`src/rtl/signal_sender_pkg.sv`:
```
// Shared constants for the inter-board line conditioner: timer resolution,
// far-end filter length, default hold window and FSM state encoding.
package signal_sender_pkg;

    localparam int         TICK_NS           = 600;
    localparam logic [7:0] FILTER_TIME       = 8'd200;
    localparam logic [7:0] HOLD_TIME_DEFAULT = 8'd220;

    typedef enum logic {
        IDLE = 1'b0,
        HOLD = 1'b1
    } state_e;

    // Deadline arithmetic is deliberately 8-bit so it wraps with the shared timer.
    function automatic logic [7:0] calc_deadline(input logic [7:0] now_tick,
                                                 input logic [7:0] hold_ticks);
        calc_deadline = now_tick + hold_ticks;
    endfunction

endpackage

```
`src/rtl/signal_sender_sync_2ff.sv`:
```
// Two-flop synchronizer for asynchronous CPLD inputs; both stages clear to 0
// on the asynchronous active-low reset.
module sync_2ff #(
    parameter int W = 1
) (
    input  logic         clk,
    input  logic         rst,
    input  logic [W-1:0] d_i,
    output logic [W-1:0] q_o
);

    logic [W-1:0] meta_q;
    logic [W-1:0] sync_q;

    // Metastability-settling chain.
    always_ff @(posedge clk or negedge rst) begin
        if (!rst) begin
            meta_q <= '0;
            sync_q <= '0;
        end else begin
            meta_q <= d_i;
            sync_q <= meta_q;
        end
    end

    assign q_o = sync_q;

endmodule

```
`src/rtl/signal_sender.sv`:
```
// Transmit-side conditioner: every level driven on sout is held for at least
// HOLD_TIME timer ticks; cancelled requests are flagged and transitions counted.
module signal_sender
    import signal_sender_pkg::*;
#(
    parameter logic [7:0] HOLD_TIME = HOLD_TIME_DEFAULT,
    parameter int         CNT_W     = 16
) (
    input  logic             clk,
    input  logic             rst,
    input  logic [7:0]       timer_600n,
    input  logic             din,
    output logic             sout,
    output logic             busy,
    output logic             lost,
    output logic [CNT_W-1:0] tx_cnt
);

    logic             din_s;
    logic             expiry_s;
    logic             send_s;
    state_e           state_q, state_d;
    logic             sout_q, sout_d;
    logic [7:0]       deadline_q, deadline_d;
    logic             pending_q, pending_d;
    logic             lost_q, lost_d;
    logic             busy_q;
    logic [CNT_W-1:0] cnt_q, cnt_d;

    sync_2ff #(.W(1)) u_din_sync (
        .clk (clk),
        .rst (rst),
        .d_i (din),
        .q_o (din_s)
    );

    // Equality compare: the timer dwells on the deadline for many clocks, but
    // leaving HOLD or reloading moves the deadline, so expiry fires only once.
    assign expiry_s = (state_q == HOLD) && (timer_600n == deadline_q);

    // Next-state, output level, deadline and counter decisions.
    always_comb begin
        state_d    = state_q;
        sout_d     = sout_q;
        deadline_d = deadline_q;
        cnt_d      = cnt_q;
        send_s     = 1'b0;

        case (state_q)
            IDLE: begin
                if (din_s != sout_q) begin
                    send_s = 1'b1;
                end else begin
                    state_d = IDLE;
                end
            end
            HOLD: begin
                if (expiry_s) begin
                    if (din_s != sout_q) begin
                        send_s = 1'b1;
                    end else begin
                        state_d = IDLE;
                    end
                end else begin
                    state_d = HOLD;
                end
            end
            default: begin
                state_d = IDLE;
            end
        endcase

        if (send_s) begin
            sout_d     = din_s;
            deadline_d = calc_deadline(timer_600n, HOLD_TIME);
            state_d    = HOLD;
            if (cnt_q != {CNT_W{1'b1}}) begin
                cnt_d = cnt_q + CNT_W'(1);
            end else begin
                cnt_d = cnt_q;
            end
        end else begin
            sout_d = sout_q;
        end
    end

    // A request cancelled inside the window shows up as pending dropping
    // without an expiry; expiry itself clears pending silently.
    always_comb begin
        pending_d = (state_q == HOLD) && !expiry_s && (din_s != sout_q);
        lost_d    = pending_q && !pending_d && !expiry_s;
    end

    // State and registered outputs.
    always_ff @(posedge clk or negedge rst) begin
        if (!rst) begin
            state_q    <= IDLE;
            sout_q     <= 1'b0;
            deadline_q <= 8'd0;
            pending_q  <= 1'b0;
            lost_q     <= 1'b0;
            busy_q     <= 1'b0;
            cnt_q      <= '0;
        end else begin
            state_q    <= state_d;
            sout_q     <= sout_d;
            deadline_q <= deadline_d;
            pending_q  <= pending_d;
            lost_q     <= lost_d;
            busy_q     <= (state_d == HOLD);
            cnt_q      <= cnt_d;
        end
    end

    assign sout   = sout_q;
    assign busy   = busy_q;
    assign lost   = lost_q;
    assign tx_cnt = cnt_q;

endmodule
```
`config.mk`:
```
export PLATFORM = sky130hd
export DESIGN_NAME = signal_sender
export DESIGN_NICKNAME = d
export VERILOG_FILES = /design/src/rtl/signal_sender_pkg.sv /design/src/rtl/signal_sender_sync_2ff.sv /design/src/rtl/signal_sender.sv
export SDC_FILE = /design/constraint.sdc
export NUM_CORES = 1
export LEC_CHECK = 0
export ABC_CLOCK_PERIOD_IN_PS = 2100
export BUFFER_PORTS_ARGS = -buffer_cell sky130_fd_sc_hd__clkbuf_2
export CORE_ASPECT_RATIO = 1.75
export CORE_MARGIN = 2
export CORE_UTILIZATION = 50
export CTS_CLUSTER_DIAMETER = 30
export DETAILED_ROUTE_END_ITERATION = 12
export PLACE_DENSITY = 0.73
export SLEW_MARGIN = 40
export SYNTH_ARGS = -nofsm -noshare
export SYNTH_HDL_FRONTEND = slang
export SYNTH_SLANG_ARGS = --single-unit
```
`constraint.sdc`:
```
create_clock -name clk -period 2.1 [get_ports clk]
set_input_delay 0.21 -clock clk [delete_from_list [all_inputs] [get_ports clk]]
set_output_delay 0.21 -clock clk [all_outputs]
set_load 0.1 [all_outputs]
```
==> results.md, run 1 <==
- Status: complete, but fails checks
- Failing checks: hold timing
- Slew headroom: 55.97%
- Layout Cells excl Fill: 207
- Chip Height: 77.01 um
- Worst-path clk slew: 0.06 ns
- Crit-path cells: xor2_1 > nor2_1 > a41oi_2 > buf_4 > nor3_2 > mux2_4
- Clock root cell: clkbuf_8
- Seq/Total Area, Yosys: 49.30%
- Clock sinks: 30
- Slowest cell on crit path: dfrtp_1
- Post-placement cell count: 200
- Post_cts resized: 0
- CORE AREA: 2928 um^2
- CTS tree: done
- Worst Setup Slack, final: 0.1857 ns
- Share of post-route cells with drive strength above 1: 39.11%
- Max-capacitance violation count: 0
- Final GP Congestion: 0.8837
- Kind of critical path: reg2reg
- Post-CTS Setup Inserts: 0
- Die width: 45.72 um
- Starting Density: 52.01%
- Total power: 1729 uW
- Arrival @ worst endpoint: 2.08 ns
- Hold_buf cts: 0
- Ports: 30
- Largest net degree at the start of global routing: 31
- Initial antenna violation count: 0
- Avg Inst Size Synth: 10.88 um^2
- Multi-input logic area: 732.0 um^2
- Clock insertion delay at the later pin of the skew report: 0.28 ns
- Area Growth Syn to Fin: 21.36%
- Final-layout fill cell count: 268
- Fin crit period: 1.914 ns
- Clock skew: 0.006855 ns
- 1st-iter DRT viols: 46
- Die area: 3520 um^2
- Cell count after synthesis: 140
- Synth top cells by count: 30 x dfrtp_1, 21 x xor2_1, 11 x o21ai_0
- Synth area leaders: dfrtp_1 49%, xor2_1 12%, mux2_2 3.7%, o21ai_0 3.6%, nor4_1 2.9%
- Yosys reg bits: 30
- Post-Place Setup Slack: 0.1647 ns
- Antenna diodes: 0
- CP endpoint kind: flop
- Flop-to-flop setup slack: 0.19 ns
- Post-DP HPWL: 2560 um
- First-pass GRT wire length: 5802 um
- CP Max Fanout: 16
- Synth Warn #: 0
- Detailed-route via count: 1265
- PD cells: 935.8 nW/um^2
- Most common cell in the netlist: dfrtp_1
- Worst EP required: 2.27 ns
- Worst hold path class: in2async
- Vias per cell: 6.111
- Async S/R FF share, synth: 100.0%
- VDD IR max: 715.0 uV
- Setup tns final: 0 ns
- Total GRT Usage: 22.33%
- Pins Over Slew Limit: 0
- Leakage: 0.0008941 uW
- Grt total ovfl: 0
- Crit share post-route: 91.16%
- WL final: 3412 um
- Final number of setup-violating endpoints: 0
- Post-synth top area share: 49.30%
- RSZ-0062 raised after global routing: false
- DR pass1 iterations: 4
- H-tree depth: 2
- Post-synth EDFFs: 0
- Peak Freq: 522.4 MHz
- Crit-path leading delay family: simple AND/OR/NAND/NOR gates
- Syn Nets: 153
- Vias in the first global route: 1283
- Startpoint type of the worst setup path: flop
- FF/Latch Area: 784.5 um^2
- Hold Fails Final Rpt: 30
- Post-route ant nets: 0
- Synthesized area: 1523 um^2
- Port Buffers: 29
- Num rows: 26
- DR DRC count: 0
- Worst Hold Slack: -0.04802 ns
- CTS Buf Count: 5
- CP Buf/Inv Count: 1
- Leading area contributor after synthesis: dfrtp_1
- Crit path largest cell delay: 0.39 ns
- CTS Buffer Depth: 2
- Synth unique cells: 34
- Nets: 192
- Ys flop type: dfrtp_1
- Wire per inst: 16.48 um
- Worst Tran Pin Value: 0.6605 ns
[flip-flops by register name, indices dropped and copies added, names as in the netlist]
| signal | cells |
|---|---|
| u_din_sync.q_o | 1 |
| busy | 1 |
| pending_q | 1 |
| u_din_sync.meta_q | 1 |
| sout | 1 |
| tx_cnt | 16 |
| lost | 1 |
| deadline_q | 8 |
[stage by stage]
step / hold WS [ns] / utilization, % / area, um^2
after CTS: 0.01507 / 63.12 / 1848
after floorplan: -0.08559 / - / 1556
after global placement: 0.3006 / 60.51 / 1772
final: -0.04802 / 63.12 / 1848
after detailed placement: 0.3105 / 60.51 / 1772
after global routing: 0.01511 / 63.12 / 1848
[worst reg2reg max path: stages, from the launching register on]
cell     delay (ns)
dfrtp_1        0.39
xor2_1         0.15
nor2_1         0.23
a41oi_2        0.20
buf_4          0.24
nor3_2         0.26
mux2_4         0.33
[layout make-up]
class,instances,share of cell area (%)
Clock buffer,7,4.130
Inverter,6,1.219
Multi-Input combinational cell,100,39.61
Timing Repair Buffer,36,10.70
Tap cell,28,1.896
Sequential cell,30,42.45
[layer usage]
| layer | up-vias | share of wire, % | track usage [%] |
|---|---|---|---|
| met4 | 0 | 2.4 | 9.714 |
| met1 | 630 | 36 | 24.00 |
| met2 | 51 | 57 | 38.73 |
| li1 | 573 | - | - |
| met3 | 11 | 4.2 | 5.647 |
| met5 | - | 0 | 0 |
[power by group]
part / switching (uW) / internal (uW) / leakage, uW
Clock: 202 / 227 / 0.0000383
Combinational: 415 / 153 / 0.000491
Sequential: 59.0 / 673 / 0.000365
[kinds of logic (layout without fill, tap and decap cells)]
family / count (synthesis) / count (layout) / share of synthesized area, %
AND/OR/NAND/NOR: 47 / 47 / 18.49
flip-flops: 30 / 30 / 49.30
XOR/XNOR: 26 / 26 / 14.95
AO/OA/AOI/OAI: 19 / 19 / 8.300
buffers and inverters: 10 / 49 / 2.630
multiplexers: 6 / 6 / 4.683
adder cells (fa/ha/maj): 2 / 2 / 1.643
[cell usage in the layout (no fill, tap or decap), types with 2 or more instances in the layout]
cell type	instances
clkbuf_2	28
xor2_1	21
dfrtp_1	13
dfrtp_2	12
o21ai_0	11
nor4_1	7
buf_4	7
inv_1	6
nor2_1	6
nor3_1	6
xnor2_1	5
nand4_1	5
nand3_1	5
nand2_1	5
mux2_2	5
clkbuf_8	5
dfrtp_4	5
or3_1	3
nand2b_1	2
ha_1	2
clkbuf_1	2
[final timing paths]
kind	from	to	cells after the start
hold / removal	rst	deadline_q[7]	1
setup reg to reg	deadline_q[2]	tx_cnt[1]	6
min in group clk	din	u_din_sync.meta_q	1
max in group asynchronous	rst	tx_cnt[5]	1
hold reg to reg	u_din_sync.meta_q	u_din_sync.q_o	0
setup / recovery	deadline_q[2]	tx_cnt[1]	6
Note: power is estimated with default switching activity, not from simulation.
==> run 2: changes to the inputs <==
Settings changed: RECOVER_POWER from default to 50.
==> results.md, run 2 (synthesis gave the netlist of run 1 again) <==
- CTS tree: done
- Crit path from: deadline_q[2]
- CTS Buf Count: 5 (unchanged)
- Met3 GRT Util: 5.647% (unchanged)
- Status: complete, but fails checks
- Crit share post-route: 90.93% (-0.23 points)
- Total GRT Usage: 22.33% (unchanged)
- Die area: 3520 um^2 (unchanged)
- Max-capacitance violation count: 1 (+1)
- Share of post-route cells with drive strength above 1: 34.64% (-4.5 points)
- Setup tns final: 0 ns (unchanged)
- Vias in the first global route: 1283 (unchanged)
- Slew headroom: -6.315% (-62 points)
- Worst EP required: 2.27 ns (about the same)
- Placement Cell Area: 1772 um^2 (unchanged)
- Ports: 30 (unchanged)
- Post-placement cell count: 200 (unchanged)
- Post-CTS Setup Inserts: 0 (unchanged)
- Kind of critical path: reg2reg
- Initial antenna violation count: 0 (unchanged)
- Post-route ant nets: 0 (unchanged)
- Clock skew: 0.007155 ns (+0.0002996 ns)
- CTS Buffer Depth: 2 (unchanged)
- Failing checks: capacitance limit, slew limit
- Worst Tran Pin Value: 1.595 ns (+0.9342 ns)
- Most common cell after layout, fill and taps aside: clkbuf_2
- Post-DP HPWL: 2560 um (unchanged)
- Nets: 192 (unchanged)
- Post-Place Setup Slack: 0.1647 ns (unchanged)
- 1st-iter DRT viols: 40 (-13%)
- DR pass1 iterations: 4 (unchanged)
- VDD IR max: 724.7 uV (+1.4%)
- R2R Path Start: deadline_q[2]
- Worst hold path class: in2reg
- Port Buffers: 29 (unchanged)
- Leakage: 0.0008702 uW (-2.7%)
- Detailed-route via count: 1260 (-0.40%)
- Gr busiest metal: met2
- Vias per cell: 6.087 (-0.40%)
- Die width: 45.72 um (unchanged)
- Hold_buf cts: 0 (unchanged)
- Startpoint type of the worst setup path: flop
- Pins Over Slew Limit: 31 (+31)
- DR DRC count: 0 (unchanged)
- First-pass GRT wire length: 5802 um (unchanged)
- Hold Fails Final Rpt: 0 (-100%)
- Peak Freq: 523.7 MHz (+0.25%)
- Wire per inst: 16.29 um (-1.1%)
- Max FFs per register: 16 (unchanged)
- Final-layout fill cell count: 275 (+2.6%)
- Met2 GRT Util: 38.73% (unchanged)
- Finished Cell Area: 1836 um^2 (-0.68%)
- Num rows: 26 (unchanged)
- Clock insertion delay at the later pin of the skew report: 0.28 ns (about the same)
- Chip Height: 77.01 um (unchanged)
- Most frequent cells in the layout: 22 x clkbuf_2, 21 x xor2_1, 13 x dfrtp_1
- PD cells: 937.1 nW/um^2 (+0.13%)
- Post_cts resized: 0 (unchanged)
- Worst Hold Launch: din
- Final number of setup-violating endpoints: 0 (unchanged)
- Multi-input logic area: 732.0 um^2 (unchanged)
- Starting Density: 52.01% (unchanged)
- RSZ-0062 raised after global routing: false
- Fin crit period: 1.909 ns (-0.004838 ns)
- Arrival @ worst endpoint: 2.08 ns (about the same)
- Layout Cells excl Fill: 207 (unchanged)
- Clock sinks: 30 (unchanged)
- Grt total ovfl: 0 (unchanged)
- Worst Setup Slack, final: 0.1905 ns (+0.004838 ns)
- Clock root cell: clkbuf_8
- CP Max Fanout: 16 (unchanged)
- Antenna diodes: 0 (unchanged)
- FF/Latch Area: 784.5 um^2 (unchanged)
- Worst-path clk slew: 0.06 ns (about the same)
- Largest net degree at the start of global routing: 31 (unchanged)
- CORE AREA: 2928 um^2 (unchanged)
- Met1 Track Usage GR: 24.00% (unchanged)
- WL final: 3373 um (-1.1%)
- H-tree depth: 2 (unchanged)
- CP endpoint kind: flop
- Final GP Congestion: 0.8837 (unchanged)
- Area Growth Syn to Fin: 20.54%
run 2: layout make-up:
type,instances,share of cell area (%)
well taps,28,1.909
multi-input cells,100,39.88
flip-flops and latches,30,42.74
repair buffers,36,10.09
inverters,6,1.227
clock buffers,7,4.158
run 2: metal layers:
layer	up-vias	part of all wire, %
met1	631	37
met3	9	4.4
met2	44	57
met5	-	0
li1	576	-
met4	0	2.2
run 2: worst paths after layout:
path | endpoint | slack, ns | cells after the start
setup / recovery | tx_cnt[1] | 0.19 | 6
hold / removal | u_din_sync.meta_q | 0.04 | 1
setup reg to reg | tx_cnt[1] | 0.19 | 6
hold reg to reg | u_din_sync.q_o | 0.35 | 0
max in group asynchronous | tx_cnt[5] | 0.64 | 1
min in group asynchronous | deadline_q[7] | 0.32 | 1
run 2: stage by stage:
| stage | total power, uW | hold WS [ns] | utilization, % |
|---|---|---|---|
| after floorplan | 1152 | -0.08559 | - |
| after global placement | 1293 | 0.3006 | 60.51 |
| after detailed placement | 1317 | 0.3105 | 60.51 |
| after CTS | 1750 | 0.01507 | 63.12 |
| after global routing | 1813 | 0.02944 | 62.69 |
| final | 1720 | 0.03796 | 62.69 |
run 2: power by group:
group / internal (uW) / switching (uW) / leakage (uW)
combinational: 142 / 417 / 0.000467
clock: 227 / 202 / 0.0000383
sequential: 673 / 58.7 / 0.000365
run 2: critical path: stages (launching register included):
cell and delay (ns):
dfrtp_1 0.39, xor2_1 0.15, nor2_1 0.23, a41oi_2 0.19, buf_4 0.24, nor3_2 0.26, mux2_4 0.33
==> run 3: changes to the inputs <==
Settings changed: ABC_AREA from default to 1, CORE_UTILIZATION 50 to 45, PLACE_DENSITY 0.73 to 0.66, SKIP_CTS_REPAIR_TIMING from default to 1.
==> results.md, run 3 <==
- First-pass GRT wire length: 6824 um (+18%)
- Crit-path leading delay family: simple AND/OR/NAND/NOR gates
- Flop-to-flop setup slack: 0.24 ns (+0.05 ns)
- CTS Buf Count: 5 (unchanged)
- Most common cell after layout, fill and taps aside: nand2_1
- Kind of critical path: reg2reg
- Die area: 4472 um^2 (+27%)
- Synth unique cells: 22 (-35%)
- Most common cell in the netlist: nand2_1
- Leading area contributor after synthesis: dfrtp_1
- Post-DP HPWL: 2967 um (+16%)
- Avg Inst Size Synth: 7.534 um^2 (-31%)
- R2R Path Start: tx_cnt[0]
- Multi-input logic area: 903.4 um^2 (+23%)
- Ys flop type: dfrtp_1
- Detailed-route via count: 1590 (+26%)
- Antenna diodes: 0 (unchanged)
- Post-route ant nets: 0 (unchanged)
- Comb pwr share: 27.8% (-4.7 points)
- CP Max Fanout: 17 (+1)
- Yosys reg bits: 30 (unchanged)
- Failing checks: capacitance limit, slew limit
- Starting Density: 46.24% (-5.8 points)
- Clock power frac: 32.3% (+7.3 points)
- 1st-iter DRT viols: 28 (-30%)
- PD cells: 855.3 nW/um^2 (-8.7%)
- Final-layout fill cell count: 398 (+45%)
- CP Buf/Inv Count: 1 (unchanged)
- Final GP Congestion: 0.8833 (about the same)
- Clock root cell: clkbuf_8
- Crit-path cells: ha_1 > inv_2 > nor2_2 > nand2_2 > nor2_4 > nand4_4 > nand3_4 > nand2_1 > nand2_1
- Nets: 281 (+46%)
- Ports: 30 (unchanged)
- Slew headroom: -5.603% (+0.71 points)
- Grt total ovfl: 0 (unchanged)
- Synth Warn #: 0 (unchanged)
- VDD IR max: 643.4 uV (-11%)
- Clock skew: 0.005460 ns (-0.001695 ns)
- Async S/R FF share, synth: 100.0% (unchanged)
- H-tree depth: 2 (unchanged)
- Placement Cell Area: 1976 um^2 (+12%)
- Sw Pwr: 656.5 uW (-3.2%)
- Chip Height: 86.98 um (+13%)
- WL final: 4053 um (+20%)
- Max FFs per register: 16 (unchanged)
- FF-to-FF path depth: 9 (+3)
- Fin crit period: 1.860 ns (-0.04940 ns)
- Vias in the first global route: 1529 (+19%)
- Largest net degree at the start of global routing: 31 (unchanged)
- Hold Path End: u_din_sync.meta_q
- CP endpoint kind: flop
- Total power: 1777 uW (+3.3%)
- Status: complete, but fails checks
- Worst hold path class: in2reg
- Pins Over Slew Limit: 31 (unchanged)
- Die width: 51.42 um (+12%)
- Worst Tran Pin Value: 1.584 ns (-0.01067 ns)
- Syn Nets: 248 (+62%)
- Slowest cell on crit path: dfrtp_2
- Reg power frac: 39.9% (-2.6 points)
- Worst Hold Slack: 0.02769 ns (-0.01027 ns)
- Worst EP required: 2.32 ns (+0.05 ns)
- Wire per inst: 12.79 um (-22%)
- Finished Cell Area: 2077 um^2 (+13%)
- Hold Fails Final Rpt: 0 (unchanged)
- RSZ-0062 raised after global routing: false
- Clock insertion delay at the later pin of the skew report: 0.28 ns (about the same)
- Clock sinks: 30 (unchanged)
- Seq/Total Area, Yosys: 42.40% (-6.9 points)
- Synth area leaders: dfrtp_1 42%, nand2_1 20%, nand4_1 7.4%, xnor2_1 5.9%, nor2_1 3.8%
- FF-to-FF End: tx_cnt[3]
- DR DRC count: 0 (unchanged)
- Hold Path Depth: 1 (unchanged)
- Startpoint type of the worst setup path: flop
- Synthesized area: 1770 um^2 (+16%)
- CTS tree: done
- Most frequent cells in the layout: 93 x nand2_1, 25 x clkbuf_2, 21 x nand4_1
- Area Growth Syn to Fin: 17.31%
- FF/Latch Area: 763.2 um^2 (-2.7%)
- Cell Int Power: 1120 uW (+7.5%)
- Post-synth top area share: 42.40% (-6.9 points)
- Synth top cells by count: 92 x nand2_1, 30 x dfrtp_1, 21 x nand4_1
- Num rows: 30 (+15%)
- Worst-path clk slew: 0.07 ns (about the same)
- Initial antenna violation count: 0 (unchanged)
- Setup tns final: 0 ns (unchanged)
- Final number of setup-violating endpoints: 0 (unchanged)
- DR pass1 iterations: 4 (unchanged)
- Total GRT Usage: 20.63% (-1.7 points)
- Cell count after synthesis: 235 (+68%)
- Vias per cell: 5.016 (-18%)
- Peak Freq: 537.6 MHz (+2.7%)
- Arrival @ worst endpoint: 2.08 ns (about the same)
- Share of post-route cells with drive strength above 1: 21.19% (-13 points)
- Leakage: 0.001015 uW (+17%)
- Sw Share: 36.96% (-2.5 points)
- Worst Hold Launch: din
- Crit share post-route: 88.58% (-2.4 points)
- Post-synth EDFFs: 0 (unchanged)
- CP dominant cell by count: nand2_1
- CTS Buffer Depth: 2 (unchanged)
- Port Buffers: 29 (unchanged)
- Crit path largest cell delay: 0.41 ns (+0.02 ns)
- CORE AREA: 3829 um^2 (+31%)
- Max-capacitance violation count: 1 (unchanged)
## run 3: area by class of cell
type / count / area share, %
Multi-Input combinational cell: 178 / 43.49
Tap cell: 48 / 2.892
Sequential cell: 30 / 36.75
Inverter: 21 / 3.795
Clock inverter: 3 / 1.928
Clock buffer: 5 / 3.313
Timing Repair Buffer: 32 / 7.831
## run 3: cells by family (layout without fill, tap and decap cells)
family,count (synthesis),count (layout),synth area share [%]
flip-flops,30,30,42.40
AND/OR/NAND/NOR,147,147,37.81
buffers and inverters,27,61,6.431
AO/OA/AOI/OAI,12,12,3.534
XOR/XNOR,17,17,8.410
adder cells (fa/ha/maj),2,2,1.413
## run 3: routing by layer
| layer | global-route usage [%] | routed length (um) | part of all wire [%] | vias up |
|---|---|---|---|---|
| li1 | - | - | - | 822 |
| met1 | 22.23 | 1607 | 40 | 720 |
| met2 | 36.48 | 2145 | 53 | 36 |
| met3 | 4.296 | 156 | 3.8 | 12 |
| met4 | 11.24 | 144 | 3.6 | 0 |
| met5 | 0 | 0 | 0 | - |
## run 3: through the flow
stage,worst slack (ns),std cells,utilization [%]
6_report,0.2399,317,54.25
5_1_grt,0.08168,317,54.25
4_1_cts,0.2197,317,54.44
3_5_place_dp,0.2400,309,51.60
3_3_place_gp,0.2729,309,51.60
2_1_floorplan,0.03642,235,-
## run 3: power groups by stage
| stage | Combinational, uW | Sequential [uW] | Clock (uW) |
|---|---|---|---|
| final | 494 | 708 | 574 |
| after global routing | 529 | 718 | 620 |
| after CTS | 505 | 710 | 595 |
| after detailed placement | 503 | 721 | 0 |
| after global placement | 496 | 717 | 0 |
| after floorplan | 197 | 908 | 0 |
## run 3: worst max path at each step
stage / start / to / slack [ns] / depth (start not counted)
floorplan: tx_cnt[0] / tx_cnt[12] / 0.04 / 10
global placement: tx_cnt[0] / tx_cnt[3] / 0.27 / 9
detailed placement: tx_cnt[0] / tx_cnt[2] / 0.24 / 9
CTS: tx_cnt[0] / tx_cnt[3] / 0.22 / 9
global route: tx_cnt[0] / tx_cnt[10] / 0.08 / 9
finish: tx_cnt[0] / tx_cnt[3] / 0.24 / 9
